### src/rtl/freq_sweep_pkg.sv
// Shared definitions for the frequency sweep engine: field widths,
// legal output band, sweep mode encodings and step FSM states.
package freq_sweep_pkg;

    localparam int FREQ_W  = 20;
    localparam int RANGE_W = 17;
    localparam int SPEED_W = 13;

    // Bound and step arithmetic is one bit wider than the frequency field
    // so centre + range and freq + speed never overflow.
    localparam int CALC_W = 21;

    localparam logic [CALC_W-1:0] FREQ_MIN = 21'd1;
    localparam logic [CALC_W-1:0] FREQ_MAX = 21'd999999;

    typedef enum logic [1:0] {
        SWEEP_OFF  = 2'b00,
        SWEEP_UP   = 2'b01,
        SWEEP_DOWN = 2'b10,
        SWEEP_TRI  = 2'b11
    } sweep_mode_e;

    typedef enum logic [1:0] {
        IDLE = 2'd0,
        UP   = 2'd1,
        DOWN = 2'd2
    } sweep_state_e;

endpackage

### src/rtl/freq_sweeper_if.sv
// Configuration inputs and instantaneous-frequency outputs of the sweep
// engine. The master side supplies the configuration; the slave side is
// the sweeper itself.
interface freq_sweeper_if;
    import freq_sweep_pkg::*;

    logic [FREQ_W-1:0]  freq_center;
    logic [RANGE_W-1:0] sweep_range;
    logic [SPEED_W-1:0] sweep_speed;
    logic [1:0]         sweep_mode;
    logic [FREQ_W-1:0]  freq_inst;
    logic               sweep_active;
    logic               sweep_wrap;

    modport master (
        output freq_center, sweep_range, sweep_speed, sweep_mode,
        input  freq_inst, sweep_active, sweep_wrap
    );

    modport slave (
        input  freq_center, sweep_range, sweep_speed, sweep_mode,
        output freq_inst, sweep_active, sweep_wrap
    );

endinterface

### src/rtl/freq_sweeper_tick.sv
// Free-running millisecond divider. tick is high for one cycle every
// CLK_HZ/1000 cycles; clr restarts the count from zero.
module ms_tick_gen #(
    parameter int CLK_HZ = 100_000_000
) (
    input  logic clk,
    input  logic rst,
    input  logic clr,
    output logic tick
);

    localparam int DIV   = CLK_HZ / 1000;
    localparam int CNT_W = (DIV > 1) ? $clog2(DIV) : 1;

    logic [CNT_W-1:0] cnt_q;
    logic [CNT_W-1:0] cnt_d;

    assign tick = (cnt_q == CNT_W'(DIV - 1));

    // Count up to DIV-1 then roll over; a clear forces the count back to 0.
    always_comb begin
        cnt_d = cnt_q + CNT_W'(1);
        if (clr || tick) begin
            cnt_d = '0;
        end
    end

    // Count register.
    always_ff @(posedge clk) begin
        if (rst) begin
            cnt_q <= '0;
        end else begin
            cnt_q <= cnt_d;
        end
    end

endmodule

### src/rtl/freq_sweeper.sv
// Sweep engine: derives the clamped sweep band from the configuration and
// steps the instantaneous frequency once per millisecond in sawtooth-up,
// sawtooth-down or triangle fashion. Mode 00 passes the centre through.
module freq_sweeper
    import freq_sweep_pkg::*;
#(
    parameter int CLK_HZ = 100_000_000
) (
    input  logic           clk,
    input  logic           rst,
    freq_sweeper_if.slave  bus
);

    sweep_state_e       state_q, state_d;
    sweep_state_e       start_state;
    sweep_mode_e        mode_q, in_mode, sel_mode;
    logic [CALC_W-1:0]  freq_q, freq_d, start_freq;
    logic               wrap_q, wrap_d;
    logic               first_q;
    logic               load;
    logic               tick;

    logic [CALC_W-1:0]  center_w, range_w, speed_w;
    logic [CALC_W-1:0]  sum_hi, f_lo, f_hi, up_sum, lo_plus;
    logic               out_band;

    assign in_mode  = sweep_mode_e'(bus.sweep_mode);
    assign center_w = CALC_W'(bus.freq_center);
    assign range_w  = CALC_W'(bus.sweep_range);
    assign speed_w  = CALC_W'(bus.sweep_speed);

    // A new start point is taken on the first cycle out of reset and
    // whenever the requested mode differs from the one last seen.
    assign load = first_q || (in_mode != mode_q);

    ms_tick_gen #(
        .CLK_HZ (CLK_HZ)
    ) u_tick (
        .clk  (clk),
        .rst  (rst),
        .clr  (load),
        .tick (tick)
    );

    // Sweep band clamped to the legal output range, plus the step sums.
    always_comb begin
        sum_hi   = center_w + range_w;
        f_hi     = (sum_hi > FREQ_MAX) ? FREQ_MAX : sum_hi;
        f_lo     = (range_w >= center_w) ? FREQ_MIN : (center_w - range_w);
        up_sum   = freq_q + speed_w;
        lo_plus  = f_lo + speed_w;
        out_band = (freq_q < f_lo) || (freq_q > f_hi);
    end

    // Start point for the mode being entered (or re-entered after a live
    // parameter change pushed the frequency out of the band).
    always_comb begin
        sel_mode    = load ? in_mode : mode_q;
        start_state = IDLE;
        start_freq  = center_w;
        case (sel_mode)
            SWEEP_UP:   begin start_state = UP;   start_freq = f_lo; end
            SWEEP_DOWN: begin start_state = DOWN; start_freq = f_hi; end
            SWEEP_TRI:  begin start_state = UP;   start_freq = f_lo; end
            default:    begin start_state = IDLE; start_freq = center_w; end
        endcase
    end

    // Step FSM: mode change beats tick; on a tick either reload or step.
    always_comb begin
        state_d = state_q;
        freq_d  = freq_q;
        wrap_d  = 1'b0;
        if (load) begin
            state_d = start_state;
            freq_d  = start_freq;
        end else if (state_q == IDLE) begin
            freq_d = center_w;
        end else if (tick) begin
            if (out_band) begin
                state_d = start_state;
                freq_d  = start_freq;
            end else begin
                case (mode_q)
                    SWEEP_UP: begin
                        if (up_sum > f_hi) begin
                            freq_d = f_lo;
                            wrap_d = 1'b1;
                        end else begin
                            freq_d = up_sum;
                        end
                    end
                    SWEEP_DOWN: begin
                        if (freq_q < lo_plus) begin
                            freq_d = f_hi;
                            wrap_d = 1'b1;
                        end else begin
                            freq_d = freq_q - speed_w;
                        end
                    end
                    SWEEP_TRI: begin
                        if (state_q == UP) begin
                            if (up_sum >= f_hi) begin
                                freq_d  = f_hi;
                                state_d = DOWN;
                                wrap_d  = 1'b1;
                            end else begin
                                freq_d = up_sum;
                            end
                        end else begin
                            if (freq_q <= lo_plus) begin
                                freq_d  = f_lo;
                                state_d = UP;
                                wrap_d  = 1'b1;
                            end else begin
                                freq_d = freq_q - speed_w;
                            end
                        end
                    end
                    default: begin
                        freq_d = freq_q;
                    end
                endcase
            end
        end
    end

    // State, output and mode-history registers.
    always_ff @(posedge clk) begin
        if (rst) begin
            state_q <= IDLE;
            freq_q  <= '0;
            wrap_q  <= 1'b0;
            mode_q  <= SWEEP_OFF;
            first_q <= 1'b1;
        end else begin
            state_q <= state_d;
            freq_q  <= freq_d;
            wrap_q  <= wrap_d;
            mode_q  <= in_mode;
            first_q <= 1'b0;
        end
    end

    assign bus.freq_inst    = freq_q[FREQ_W-1:0];
    assign bus.sweep_wrap   = wrap_q;
    assign bus.sweep_active = (mode_q != SWEEP_OFF);

endmodule

### src/flat_wrapper.sv
// flat-port wrapper written by rule: the top's interface ports become plain ports
module freq_sweeper_flat import freq_sweep_pkg::*;
#(
    parameter int CLK_HZ = 100_000_000
)
  (clk, rst, bus_freq_center, bus_sweep_range, bus_sweep_speed, bus_sweep_mode, bus_freq_inst, bus_sweep_active, bus_sweep_wrap);
  freq_sweeper_if bus_i ();
  input  logic clk;
  input  logic rst;
  input wire logic [$bits(bus_i.freq_center)-1:0] bus_freq_center;
  input wire logic [$bits(bus_i.sweep_range)-1:0] bus_sweep_range;
  input wire logic [$bits(bus_i.sweep_speed)-1:0] bus_sweep_speed;
  input wire logic [$bits(bus_i.sweep_mode)-1:0] bus_sweep_mode;
  output wire logic [$bits(bus_i.freq_inst)-1:0] bus_freq_inst;
  output wire logic [$bits(bus_i.sweep_active)-1:0] bus_sweep_active;
  output wire logic [$bits(bus_i.sweep_wrap)-1:0] bus_sweep_wrap;
  assign bus_i.freq_center = bus_freq_center;
  assign bus_i.sweep_range = bus_sweep_range;
  assign bus_i.sweep_speed = bus_sweep_speed;
  assign bus_i.sweep_mode = bus_sweep_mode;
  assign bus_freq_inst = bus_i.freq_inst;
  assign bus_sweep_active = bus_i.sweep_active;
  assign bus_sweep_wrap = bus_i.sweep_wrap;
  freq_sweeper #(.CLK_HZ(CLK_HZ)) u_core (.clk(clk), .rst(rst), .bus(bus_i));
endmodule
### config.mk
export PLATFORM = sky130hd
export DESIGN_NAME = freq_sweeper_flat
export DESIGN_NICKNAME = d
export VERILOG_FILES = /design/src/rtl/freq_sweep_pkg.sv /design/src/rtl/freq_sweeper_if.sv /design/src/rtl/freq_sweeper_tick.sv /design/src/rtl/freq_sweeper.sv /design/src/flat_wrapper.sv
export SDC_FILE = /design/constraint.sdc
export NUM_CORES = 1
export LEC_CHECK = 0
export BUFFER_PORTS_ARGS = -buffer_cell sky130_fd_sc_hd__buf_4
export CORE_MARGIN = 2
export CORE_UTILIZATION = 49
export DETAILED_ROUTE_END_ITERATION = 6
export PLACE_DENSITY = 0.67
export RECOVER_POWER = 100
export SLEW_MARGIN = 40
export SYNTH_ARGS = -nofsm -noshare
export SYNTH_HDL_FRONTEND = slang
export SYNTH_SLANG_ARGS = --single-unit
### constraint.sdc
create_clock -name clk -period 14.2 [get_ports clk]
set_clock_uncertainty 0.2 [all_clocks]
set_input_delay 0.71 -clock clk [delete_from_list [all_inputs] [get_ports clk]]
set_output_delay 0.71 -clock clk [all_outputs]
set_load 0.005 [all_outputs]
# Word-level counts from Yosys, hierarchy flattened
# Index checks and enable logic that the tools add are counted.
# classes
addsub,6
order_cmp,8
eq_ne,11
mux,30
n_bitwise,1
reduce_logical,15
# op_table
operator,n
two-way mux 21 bit,11
case mux 21 bit (3 select lines),1
adder 21 x 13 -> 21 bit,2
greater-than comparator 21 bit,2
< comparator 21 bit,2
case mux 21 bit (2 select lines),1
adder 20 x 17 -> 21 bit,1
greater-or-equal comparator 21 bit,1
greater-than comparator 21 x 20 -> 1 bit (second input constant),1
less-or-equal comparator 21 bit,1
subtractor 20 x 17 -> 21 bit,1
subtractor 21 x 13 -> 21 bit,1
greater-or-equal comparator 17 x 20 -> 1 bit,1
two-way mux 2 bit,9
adder 17 x 1 -> 17 bit (second input constant),1
== test 17 bit (second input constant),1
== test 2 bit (second input constant),4
== test 2 x 1 -> 1 bit (second input constant),3
two-way mux 1 bit,6
nonzero test 3 bit,2
nonzero test 6 bit,1
AND reduction 5 bit,1
OR reduction 5 bit,1
inequality test 4 x 2 -> 1 bit (second input constant),1
11 further kinds,15
# word_totals
ff_bits,44
input_bits,54
out_inout_bits,22
word_cells,77

# Longest topological paths before layout
# depth
depth_word,11
mapped_depth,36
ltp_nobuf,34

# By module
# From an unflattened synthesis, not the netlist that was laid out.
# unflattened
cells_unflattened,1561
area_unflattened_um2,10998.0
# by_module_without_submodules
mod,n_inst,cells_per_inst,area_each_um2,seq_area_each_um2
freq_sweeper,1,1475,10207.3,540.5
ms_tick_gen,1,86,790.8,340.3

# Worst setup path before layout
# No wires, ideal clock.
# synth_path
path_type,input-to-reg
start,input bus_sweep_range[10]
end,register u_core.freq_q[0]
setup_ns,0.086
arrival_time_ns,7.849
required_time_ns,13.914
path_slack_ns,6.065
cell_stages,34
path_buffers,2
cell_sequence,inv_1 -> ha_1 -> buf_2 -> a21oi_1 -> nor2_1 -> or4_1 -> o21bai_1 -> nand2_2 -> clkbuf_1 -> nand2_1 -> inv_1 -> ha_1 -> nor2b_1 -> o21ai_0 -> a21oi_1 -> o21ai_0 -> nand2b_1 -> a311oi_1 -> o21ai_0 -> or4_1 -> nand3_1 -> mux2_2 -> ha_1 -> nand4_1 -> nor3_1 -> o211ai_1 -> a311oi_1 -> nor2_1 -> nand2_1 -> o21ai_0 -> or2_2 -> a221o_1 -> a31o_1 -> a221oi_2
# synth_between
elab_chain_len,11
word_cells_on_any_way,27
cone_classes,add/sub: 3; order compare: 8; mux: 13; reduce/logical: 3
# synth_lines
element,line_no,rtl
"start, declared",flat_wrapper.sv:11,input wire logic [$bits(bus_i.sweep_range)-1:0] bus_sweep_range;
"subtractor 20 x 17 -> 21 bit, or another cell as far along",freq_sweeper.sv:49,f_lo = (range_w >= center_w) ? FREQ_MIN : (center_w - range_w);
two-way mux 21 bit or greater-than comparator 21 x 20 -> 1 bit (tied branches),"freq_sweeper.sv:49, freq_sweeper.sv:48",
adder 21 x 13 -> 21 bit or two-way mux 21 bit (tied branches),"freq_sweeper.sv:51, freq_sweeper.sv:48",
less-or-equal comparator 21 bit or greater-or-equal comparator 21 bit (tied branches),"freq_sweeper.sv:111, freq_sweeper.sv:103",
"two-way mux 21 bit, on equally long branches","freq_sweeper.sv:111, freq_sweeper.sv:103",
two-way mux 21 bit,freq_sweeper.sv:102,if (state_q == UP) begin
case mux 21 bit (3 select lines),freq_sweeper.sv:84,case (mode_q)
two-way mux 21 bit,freq_sweeper.sv:80,if (out_band) begin
two-way mux 21 bit,freq_sweeper.sv:79,end else if (tick) begin
two-way mux 21 bit,freq_sweeper.sv:77,end else if (state_q == IDLE) begin
two-way mux 21 bit,freq_sweeper.sv:74,if (load) begin
"end signal, assigned",freq_sweeper.sv:138,freq_q <= freq_d;
"end, declared",freq_sweeper.sv:17,"logic [CALC_W-1:0] freq_q, freq_d, start_freq;"
# Parallel ways exist; a longest one is shown, timed or not. The select of a mux whose other input is x is not followed.
# A chain may end at the register's enable or synchronous reset.

# Final worst setup path
# layout_path
start,input bus_sweep_range[10]
end,register u_core.freq_q[7]
# The elaborated chain is that of the path after synthesis.

==> flow_summary_export.csv <==
group,metric,value,unit
run_status,status,"complete, but fails checks",
run_status,violations,"DRC, capacitance limit, slew limit",
worst_hold_path,min_path_type,"flip-flop to flip-flop",
place,placed_cells,1816,
place,portBuffers,75,
drt,detail_route.wl_per_cell,22.71,um
critical_path,cp_slowest_stage_delay,1.15,ns
timing,worst_pin_slew,1.601,ns
critical_path,worst-r2r-setup-slack,7.09,ns
critical_path,cp-start-kind,"primary input",
logic_synthesis,synth-seq-area-share,0.08219,
clock_network,root_buffer,"clkbuf_16",
layout,syn_to_final_growth,6.994,%
drt,drt_iter0_markers,1368,
clock_network,cts_htree_levels,2,
grt,grt_max_degree,31,
timing,fin_tns_setup,0,ns
timing,min_period,9.973,ns
worst_hold_path,min_from,"u_core.u_tick.cnt_q[0]",
critical_path,path_buf_inv,3,
run,drv_cap,1,
layout,antennaDiodeCount,0,
critical_path,worst-path-max-fanout,19,
clock_network,holdBufCountCts,0,
pwr,p_switching,0.5943,mW
logic_synthesis,synth_top_cell_by_area,"ha_1",
critical_path,worstReg2RegStart,"u_core.freq_q[0]",
drt,wirelength,41420,um
pwr,ir_drop,0.05596,mV
timing,slew_headroom,-0.06734,
pwr,pwr-share-clk,0.134,
clock_network,clk_pin_slew_worst_paths,0.08,ns
clock_network,cts_setup_buffers,0,
grt,grt_pass1_vias,11430,
worst_hold_path,whs_endpoint,"u_core.u_tick.cnt_q[0]",
clock_network,clk-insertion-delay-late,0.32,ns
logic_synthesis,yosysUniqueCellTypes,84,
timing,worst_slack,4.227,ns
clock_network,cts.path.max_buffers,2,
timing,drv_slew,31,
grt,antenna_found_initial,0,
timing,finalCritPeriodShare,0.7023,
pwr,seq_power_share,0.147,
place,routabilityCongestion,1.036,
clock_network,cts_resized,0,
critical_path,crit_top_cell,"o21ai_0",
timing,rsz0062_at_grt,"no",
floorplan,die_x,151.9,um
floorplan,start_util,0.4957,
logic_synthesis,synth_flop_cell,"dfxtp_1",
logic_synthesis,synth_edf_count,0,
clock_network,cts_tree,"yes",
place,place_ws,4.589,ns
worst_hold_path,whs_path_depth,1,
critical_path,required,14.26,ns
layout,design_area,11470,um2
logic_synthesis,syn_area_per_cell,6.981,um2
timing,whs,0.2836,ns
drt,dr.pass1.iters,7,
layout,fin_cells,1824,
floorplan,boundaryPins,76,
logic_synthesis,syn_inst,1535,
critical_path,worst_r2r_path_depth,21,
grt,grt.overflow.total,0,
timing,setup_viol,0,
pwr,switching_share,0.5378,
critical_path,crit_family,"simple AND/OR/NAND/NOR gates",
critical_path,cp.arrival,10.03,ns
timing,max_freq,100.3,MHz
logic_synthesis,netlist_area,10720,um2
floorplan,coreArea,21620,um2
drt,drc_errors,5,
layout,utilization,0.5303,
critical_path,crit_type,"primary input to flip-flop",
grt,grt_pass1_wl,64390,um
floorplan,die_h,151.9,um
timing,hold_viol,0,
layout,final_nets,1759,
logic_synthesis,yosys-top-cells-area,"ha_1 18%, dfxtp_1 8.2%, nor2_1 5.5%",
pwr,intPower,0.5107,mW
pwr,p_comb_frac,0.719,
clock_network,numCtsBuffers,5,
place,dp_hpwl,33090,um
clock_network,cts_sinks,44,
pwr,p_leak,4.980,nW
pwr,powerDensity,96.38,nW/um2
pwr,p_total,1.105,mW
layout,drive_above_1_share,0.08290,
critical_path,r2r-end,"u_core.freq_q[17]",
drt,detail_route.vias_per_cell,6.658,
logic_synthesis,yosys-top-cells-count,"157 x ha_1, 157 x nor2_1, 115 x a21oi_1",
logic_synthesis,async_flop_share,0,
floorplan,die_area,23070,um2
logic_synthesis,synth.yosys.warnings,0,
floorplan,row_count,54,
logic_synthesis,yosysTopAreaCellShare,0.1833,
drt,vias,12150,
critical_path,slowest_stage,"o21ai_0",
grt,grt_usage,0.3452,
critical_path,cp-end-kind,"flip-flop",
place,dpl-instance-area,11320,um2
drt,ant_nets,0,
logic_synthesis,yosys_register_bits,44,
-- power groups by stage --
| stage | Sequential, mW | Clock (mW) | Combinational (mW) |
|---|---|---|---|
| after floorplan | 0.149 | 0 | 0.558 |
| after global placement | 0.163 | 0 | 0.760 |
| after detailed placement | 0.164 | 0 | 0.765 |
| after CTS | 0.161 | 0.146 | 0.771 |
| after global routing | 0.163 | 0.151 | 0.870 |
| final | 0.162 | 0.149 | 0.794 |
-- worst reg2reg max path: cells and delay by family, from the launching register on --
family	cells	cell delay [ns]
XOR/XNOR	1	0.45
flip-flops	1	0.37
adder cells (fa/ha/maj)	3	1.03
AND/OR/NAND/NOR	6	1.91
buffers and inverters	1	0.10
AO/OA/AOI/OAI	10	2.87
-- registers in the layout, indices dropped and copies added (netlist names) --
register               cells
u_core.u_tick.cnt_q       17
u_core.bus.sweep_wrap      1
u_core.first_q             1
u_core.freq_q             21
u_core.state_q             2
u_core.mode_q              2
-- final cells by class --
class                   count  area [um2]
inverters                 110       415.4
clock buffers               5       125.1
multi-input cells        1291        8991
flip-flops and latches     44       880.8
well taps                 280       350.3
repair buffers             91       656.9
fillers                  2227       10150
clock inverters             3       46.29
-- metal layers --
metal  up-vias  GRT usage  wire length, um
met5         -          0                0
met4         0     0.1442             1973
met3       142    0.06332             4232
met2       757     0.5442            17940
met1      5563     0.4633            17270
li1       5683          -                -
-- cells in the final DEF, fill, tap and decap left out, drive strengths merged, types with 11 or more instances in the layout --
| master | count |
|---|---|
| ha | 157 |
| nor2 | 157 |
| a21oi | 116 |
| inv | 110 |
| nand2 | 108 |
| o21ai | 91 |
| buf | 65 |
| xnor2 | 59 |
| nand3 | 45 |
| nor3 | 44 |
| dfxtp | 44 |
| xor2 | 36 |
| a211oi | 35 |
| clkbuf | 31 |
| nand4 | 28 |
| nand2b | 27 |
| a31oi | 27 |
| a21o | 25 |
| a221oi | 22 |
| o211ai | 21 |
| and2 | 18 |
| nor2b | 17 |
| nor4 | 16 |
| o221ai | 16 |
| o21bai | 14 |
| and3 | 14 |
| or2 | 13 |
| o31ai | 13 |
| o22ai | 12 |
| or3 | 11 |
| o21a | 11 |
| a311oi | 11 |
-- cells by family (layout without fill, tap and decap cells) --
kind of cell / after synthesis / after routing / synth area share
multiplexers: 11 / 11 / 0.01097
flip-flops: 44 / 44 / 0.08219
other: 1 / 2 / 0.0003499
AO/OA/AOI/OAI: 499 / 499 / 0.3176
adder cells (fa/ha/maj): 162 / 162 / 0.1926
XOR/XNOR: 95 / 95 / 0.07764
AND/OR/NAND/NOR: 522 / 522 / 0.2382
buffers and inverters: 201 / 209 / 0.08044
-- how the worst max path moves through the flow --
stage | end | depth (start not counted) | slack (ns) | start
2_1_floorplan | u_core.freq_q[0] | 34 | 6.06 | bus_sweep_range[10]
3_3_place_gp | u_core.freq_q[17] | 33 | 4.80 | bus_sweep_range[10]
3_5_place_dp | u_core.freq_q[0] | 32 | 4.59 | bus_freq_center[10]
4_1_cts | u_core.freq_q[0] | 32 | 4.81 | bus_freq_center[10]
5_1_grt | u_core.freq_q[9] | 33 | 3.61 | bus_sweep_range[10]
6_report | u_core.freq_q[7] | 33 | 4.23 | bus_sweep_range[10]
(Power assumes the default switching activity.)
